[config.mk]
export PLATFORM = sky130hd
export DESIGN_NAME = writeback_regfile
export DESIGN_NICKNAME = d
export VERILOG_FILES = /design/src/rtl/writeback_regfile.sv
export SDC_FILE = /design/constraint.sdc
export NUM_CORES = 2
export LEC_CHECK = 0
export ABC_AREA = 1
export CORE_ASPECT_RATIO = 2
export CORE_MARGIN = 2
export CORE_UTILIZATION = 42
export CTS_CLUSTER_SIZE = 28
export DETAILED_ROUTE_END_ITERATION = 10
export HOLD_SLACK_MARGIN = 0.15
export PLACE_DENSITY_LB_ADDON = 0.1
export SYNTH_ARGS = -nofsm -noshare
export SYNTH_HDL_FRONTEND = slang
export SYNTH_SLANG_ARGS = --single-unit
[constraint.sdc]
create_clock -name clk -period 4.7 [get_ports clk]
set_input_delay 0.705 -clock clk [delete_from_list [all_inputs] [get_ports clk]]
set_output_delay 0.705 -clock clk [all_outputs]
set_load 0.02 [all_outputs]
[src/rtl/writeback_regfile.sv]
// writeback_regfile: writeback result select, 32 x XLEN integer register file
// and committed-write counter for the W stage of the 5-stage RISC-V core.
//
// Ports:
//   clk, reset          rising-edge clock, synchronous active-high reset
//   RegWriteW           write enable from MEM/WB
//   ResultSrcW          00 ALUResultW, 01 ReadDataW, 10 PCplus4W, 11 zero
//   rdW                 destination register index
//   ALUResultW          ALU result
//   ReadDataW           load data
//   PCplus4W            jal/jalr return address
//   rs1D, rs2D          decode read indices
//   RD1D, RD2D          combinational read data (x0 reads as 0)
//   ResultW             combinational writeback value, to forwarding muxes
//   WbCountW            number of committed register writes (wraps)
//
// Build option:
//   REGFILE_BYPASS_EN   when defined, a read of the register being committed
//                       this cycle returns ResultW (write-through); otherwise
//                       the old stored value is returned until the edge.
module writeback_regfile #(
  parameter int unsigned XLEN  = 32,
  parameter int unsigned NREGS = 32
) (
  input  logic            clk,
  input  logic            reset,
  input  logic            RegWriteW,
  input  logic [1:0]      ResultSrcW,
  input  logic [4:0]      rdW,
  input  logic [XLEN-1:0] ALUResultW,
  input  logic [XLEN-1:0] ReadDataW,
  input  logic [XLEN-1:0] PCplus4W,
  input  logic [4:0]      rs1D,
  input  logic [4:0]      rs2D,
  output logic [XLEN-1:0] RD1D,
  output logic [XLEN-1:0] RD2D,
  output logic [XLEN-1:0] ResultW,
  output logic [XLEN-1:0] WbCountW
);

  logic [XLEN-1:0] regs_q [NREGS];
  logic [XLEN-1:0] wb_count_q;
  logic [XLEN-1:0] wb_count_d;
  logic            commit_c;

  // Writeback result select
  always_comb begin
    ResultW = '0;
    unique case (ResultSrcW)
      2'b00:   ResultW = ALUResultW;
      2'b01:   ResultW = ReadDataW;
      2'b10:   ResultW = PCplus4W;
      default: ResultW = '0;
    endcase
  end

  // A commit is a real register write: x0 targets and reset cycles are dropped
  assign commit_c = RegWriteW && (rdW != 5'd0) && !reset;

  // Commit counter next state
  always_comb begin
    wb_count_d = wb_count_q;
    if (commit_c) begin
      wb_count_d = wb_count_q + XLEN'(1);
    end
  end

  // Register file and counter state
  always_ff @(posedge clk) begin
    if (reset) begin
      for (int unsigned i = 0; i < NREGS; i++) begin
        regs_q[i] <= '0;
      end
      wb_count_q <= '0;
    end else begin
      if (commit_c) begin
        regs_q[rdW] <= ResultW;
      end
      wb_count_q <= wb_count_d;
    end
  end

  assign WbCountW = wb_count_q;

  // Read ports; x0 is forced to zero so it never depends on stored state
  always_comb begin
    RD1D = regs_q[rs1D];
    RD2D = regs_q[rs2D];
`ifdef REGFILE_BYPASS_EN
    if (commit_c && (rs1D == rdW)) begin
      RD1D = ResultW;
    end
    if (commit_c && (rs2D == rdW)) begin
      RD2D = ResultW;
    end
`endif
    if (rs1D == 5'd0) begin
      RD1D = '0;
    end
    if (rs2D == 5'd0) begin
      RD2D = '0;
    end
  end

endmodule

==> results.py <==
metrics = {
    "setup_path": {
        "setup.worst_path.class": "input port to primary output",
        "regToRegSetupSlack_ps": 2300,
        "cp-end-kind": "primary output",
        "critPathLaunchType": "input port",
        "critical_path.max_fanout": 46,
        "cp_data_required_time_ps": 3990,
        "worst-endpoint-arrival_ps": 3610,
    },
    "synth": {
        "yosysSeqAreaShare_pct": 52.46,
        "avgSynthCellArea_sq_um": 7.632,
        "share_of_synthesized_registers_carrying_an_async_set_or_reset_pct": 0,
        "synth_top_family_by_area": "simple AND/OR/NAND/NOR gates",
        "synth.distinct_cells": 27,
        "synth_warnings": 0,
        "synth.mux.area_fraction_pct": 0,
        "synth-edff-count": 1024,
        "syn-instance-count": 7839,
        "synthesis.area_sq_mm": 0.05983,
        "post_synth_and_or_nand_nor_area_fraction_pct": 37.42,
        "synth_top_area_share_pct": 51.39,
        "cell_type_with_the_largest_total_area_after_synthesis": "sky130_fd_sc_hd__edfxtp_1",
        "synth-seq-cells": 1056,
        "postSynth.topFlopCell": "sky130_fd_sc_hd__edfxtp_1",
        "post_synth_xor_area_fraction_pct": 0.07319,
        "post_synthesis_share_of_cell_area_spent_on_full_adders_half_adders_and_majority_gates_pct": 0.02091,
        "synthTopCellsByArea": "sky130_fd_sc_hd__edfxtp_1, sky130_fd_sc_hd__nand2_1, sky130_fd_sc_hd__nand3_1, sky130_fd_sc_hd__nor2_1, sky130_fd_sc_hd__inv_1",
        "synth-compound-area-share_pct": 3.225,
    },
    "clock_tree": {
        "clock_path_buffers": 3,
        "clk_latency_ps": 760,
        "cts.repair_timing.setup_buffer_count": 0,
        "cts_max_level": 3,
        "tritoncts": "built",
        "clock_sink_count": 1056,
        "hold_buffers": 0,
        "ctsResizeCount": 0,
        "cts_inserted_buffers": 102,
        "clk_tree_root_cell": "sky130_fd_sc_hd__clkbuf_16",
        "clk_pin_slew_ps": 70,
    },
    "grt": {
        "grt_first_pass_wirelength_microns": 384800,
        "grt_antenna_before_repair": 5,
        "total_grt_overflow": 0,
        "grt_usage_pct": 36.86,
        "first_global_vias": 55890,
        "grt_max_degree": 107,
    },
    "drt": {
        "routed_wl_microns": 275500,
        "remaining_drc_errors": 0,
        "drtIter0Drc": 7619,
        "wire_per_inst_microns": 27.90,
        "route.vias.total": 58500,
        "route.detailed.vias_per_inst": 5.926,
        "drt_pass1_iterations": 9,
        "drt.antenna.violating_nets": 0,
    },
    "timing": {
        "timing.final.crit_period_ps": 4319,
        "final.setup_skew_ps": 21.61,
        "timing.final.setup_violations": 0,
        "timing.final.ws_setup_ps": 380.6,
        "fin_hold_ws_ps": 374.8,
        "fmaxAchievable_ghz": 0.2315,
        "final_period_utilization_pct": 91.90,
        "relSlewSlack_pct": 27.57,
        "fin_tns_setup_ps": 0,
        "tightest_slew_ps": 1082,
        "timing_max_transition_violations_final": 0,
        "hold_viol": 0,
        "rsz0062_at_grt": "no",
    },
    "pwr": {
        "fin_total_pwr_mw": 24.22,
        "powerDensity_mw_per_mm2": 348.9,
        "worst_vdd_drop_v": 0.0003017,
        "static-leakage-power_nw": 29.71,
    },
    "finish": {
        "syn_to_final_growth_pct": 16.03,
        "final_nets": 8026,
        "drive_gt1_share_pct": 7.813,
        "nFillCells": 13430,
        "design_area_sq_mm": 0.06942,
    },
    "placed_design": {
        "globalplace.congestion": 0.9128,
        "io_buffers": 243,
        "detailedPlacementHpwl_microns": 167300,
        "dpl_cell_area_sq_mm": 0.06584,
        "pre_cts_worst_setup_slack_ps": 541.2,
    },
    "floorplanning": {
        "die_w_microns": 270.9,
        "core_area_sq_mm": 0.1413,
        "floorplan.io_pins": 244,
        "initial_utilization_pct": 42.35,
        "die_h_microns": 537.8,
        "die_area_sq_mm": 0.1457,
        "floorplan.rows": 195,
    },
    "outcome": {
        "run_status": "completed",
    },
    "flow_run": {
        "drv.max_cap_violation_count": 0,
    },
    "min_path": {
        "worst_hold_path_type": "input port to register",
    },
}
==> cell families (layout without fill, tap and decap cells) <==
kind of cell	count (synthesis)	count (layout)
simple gates	5464	5464
xor+xnor	5	5
other cells	1	34
buf+inv	1016	1145
flops	1056	1056
fa+ha+maj	1	1
compound gates	296	296
==> report_power, final <==
group	total [mW]	switching [mW]	internal [mW]
clock	9.03	3.98	5.06
sequential	11.1	0.258	10.8
combinational	4.11	2.92	1.19
total	24.2	7.15	17.1
==> metrics by stage <==
| stage | utilization, % | std cells |
|---|---|---|
| after floorplan | - | 7870 |
| after global placement | 46.59 | 9675 |
| after detailed placement | 46.60 | 9676 |
| after CTS | 49.14 | 9870 |
| after global routing | 49.14 | 9871 |
| final | 49.14 | 9872 |
==> area by class of cell <==
cell class | instances | area (sq um) | area share [%]
multi-input cells | 5798 | 24780 | 35.69
well taps | 1871 | 2341 | 3.372
flip-flops and latches | 1056 | 31390 | 45.22
inverters | 396 | 1529 | 2.202
repair buffers | 555 | 5797 | 8.350
clock buffers | 119 | 2751 | 3.963
diodes | 2 | 5.005 | 0.007209
clock inverters | 75 | 829.5 | 1.195
==> flip-flops by register name, summed over array words and instances (netlist names) <==
signal / flops
WbCountW: 32
regs_q: 1024
==> worst paths after layout <==
| kind | startpoint | endpoint | cells past startpoint |
|---|---|---|---|
| worst max-delay path | rs1D[0] | RD1D[1] | 12 |
| worst min-delay path | reset | WbCountW[10] | 2 |
| worst max register to register | WbCountW[0] | WbCountW[30] | 8 |
| worst min register to register | WbCountW[1] | WbCountW[1] | 2 |
==> cell usage in the layout (no fill, tap or decap), types with 21 or more instances in the layout <==
master                            synthesis  final
sky130_fd_sc_hd__a21oi_1                116    115
sky130_fd_sc_hd__a221oi_4                20     21
sky130_fd_sc_hd__buf_12                   0     84
sky130_fd_sc_hd__buf_4                    3    246
sky130_fd_sc_hd__clkbuf_16                0    106
sky130_fd_sc_hd__clkdlybuf4s50_1          0    217
sky130_fd_sc_hd__clkinv_1                22     40
sky130_fd_sc_hd__clkinv_2                 0     26
sky130_fd_sc_hd__conb_1                   1     32
sky130_fd_sc_hd__dfxtp_1                 32     32
sky130_fd_sc_hd__edfxtp_1              1024   1024
sky130_fd_sc_hd__inv_1                  361    353
sky130_fd_sc_hd__nand2_1               2905   2858
sky130_fd_sc_hd__nand2_2                  0     47
sky130_fd_sc_hd__nand3_1               1399   1397
sky130_fd_sc_hd__nor2_1                1115   1106
sky130_fd_sc_hd__nor3_1                  22     22
sky130_fd_sc_hd__o21ai_0                154    147
==> Yosys cell counts (3+ instances only) <==
cell and n:
sky130_fd_sc_hd__nand2_1 2905, sky130_fd_sc_hd__nand4_1 10, sky130_fd_sc_hd__nand3_2 11, sky130_fd_sc_hd__a221oi_4 20
sky130_fd_sc_hd__nor3_1 22, sky130_fd_sc_hd__nand3_1 1399, sky130_fd_sc_hd__o21ai_0 154, sky130_fd_sc_hd__a21oi_1 116
sky130_fd_sc_hd__clkinv_1 22, sky130_fd_sc_hd__edfxtp_1 1024, sky130_fd_sc_hd__nor2_1 1115, sky130_fd_sc_hd__buf_1 87
sky130_fd_sc_hd__inv_2 13, sky130_fd_sc_hd__buf_4 3, sky130_fd_sc_hd__xnor2_1 5, sky130_fd_sc_hd__clkbuf_1 340
sky130_fd_sc_hd__dfxtp_1 32, sky130_fd_sc_hd__buf_2 190, sky130_fd_sc_hd__inv_1 361
==> metal layers <==
layer	wire (microns)	GRT usage (%)
met1	92040	41.78
met2	130600	61.38
met3	29140	7.258
met4	23690	28.01
met5	45	0
==> critical path, cell delays in order <==
cell and delay [ps]:
sky130_fd_sc_hd__buf_8 210, sky130_fd_sc_hd__inv_8 390, sky130_fd_sc_hd__buf_4 350, sky130_fd_sc_hd__nand2_1 80
sky130_fd_sc_hd__nand3_1 70, sky130_fd_sc_hd__nand3_1 90, sky130_fd_sc_hd__nand2_1 80, sky130_fd_sc_hd__nand2_1 70
sky130_fd_sc_hd__nand3_1 180, sky130_fd_sc_hd__nand2_1 80, sky130_fd_sc_hd__nor2_1 470, sky130_fd_sc_hd__clkdlybuf4s50_1 720
Note: power is estimated with default switching activity, not from simulation.
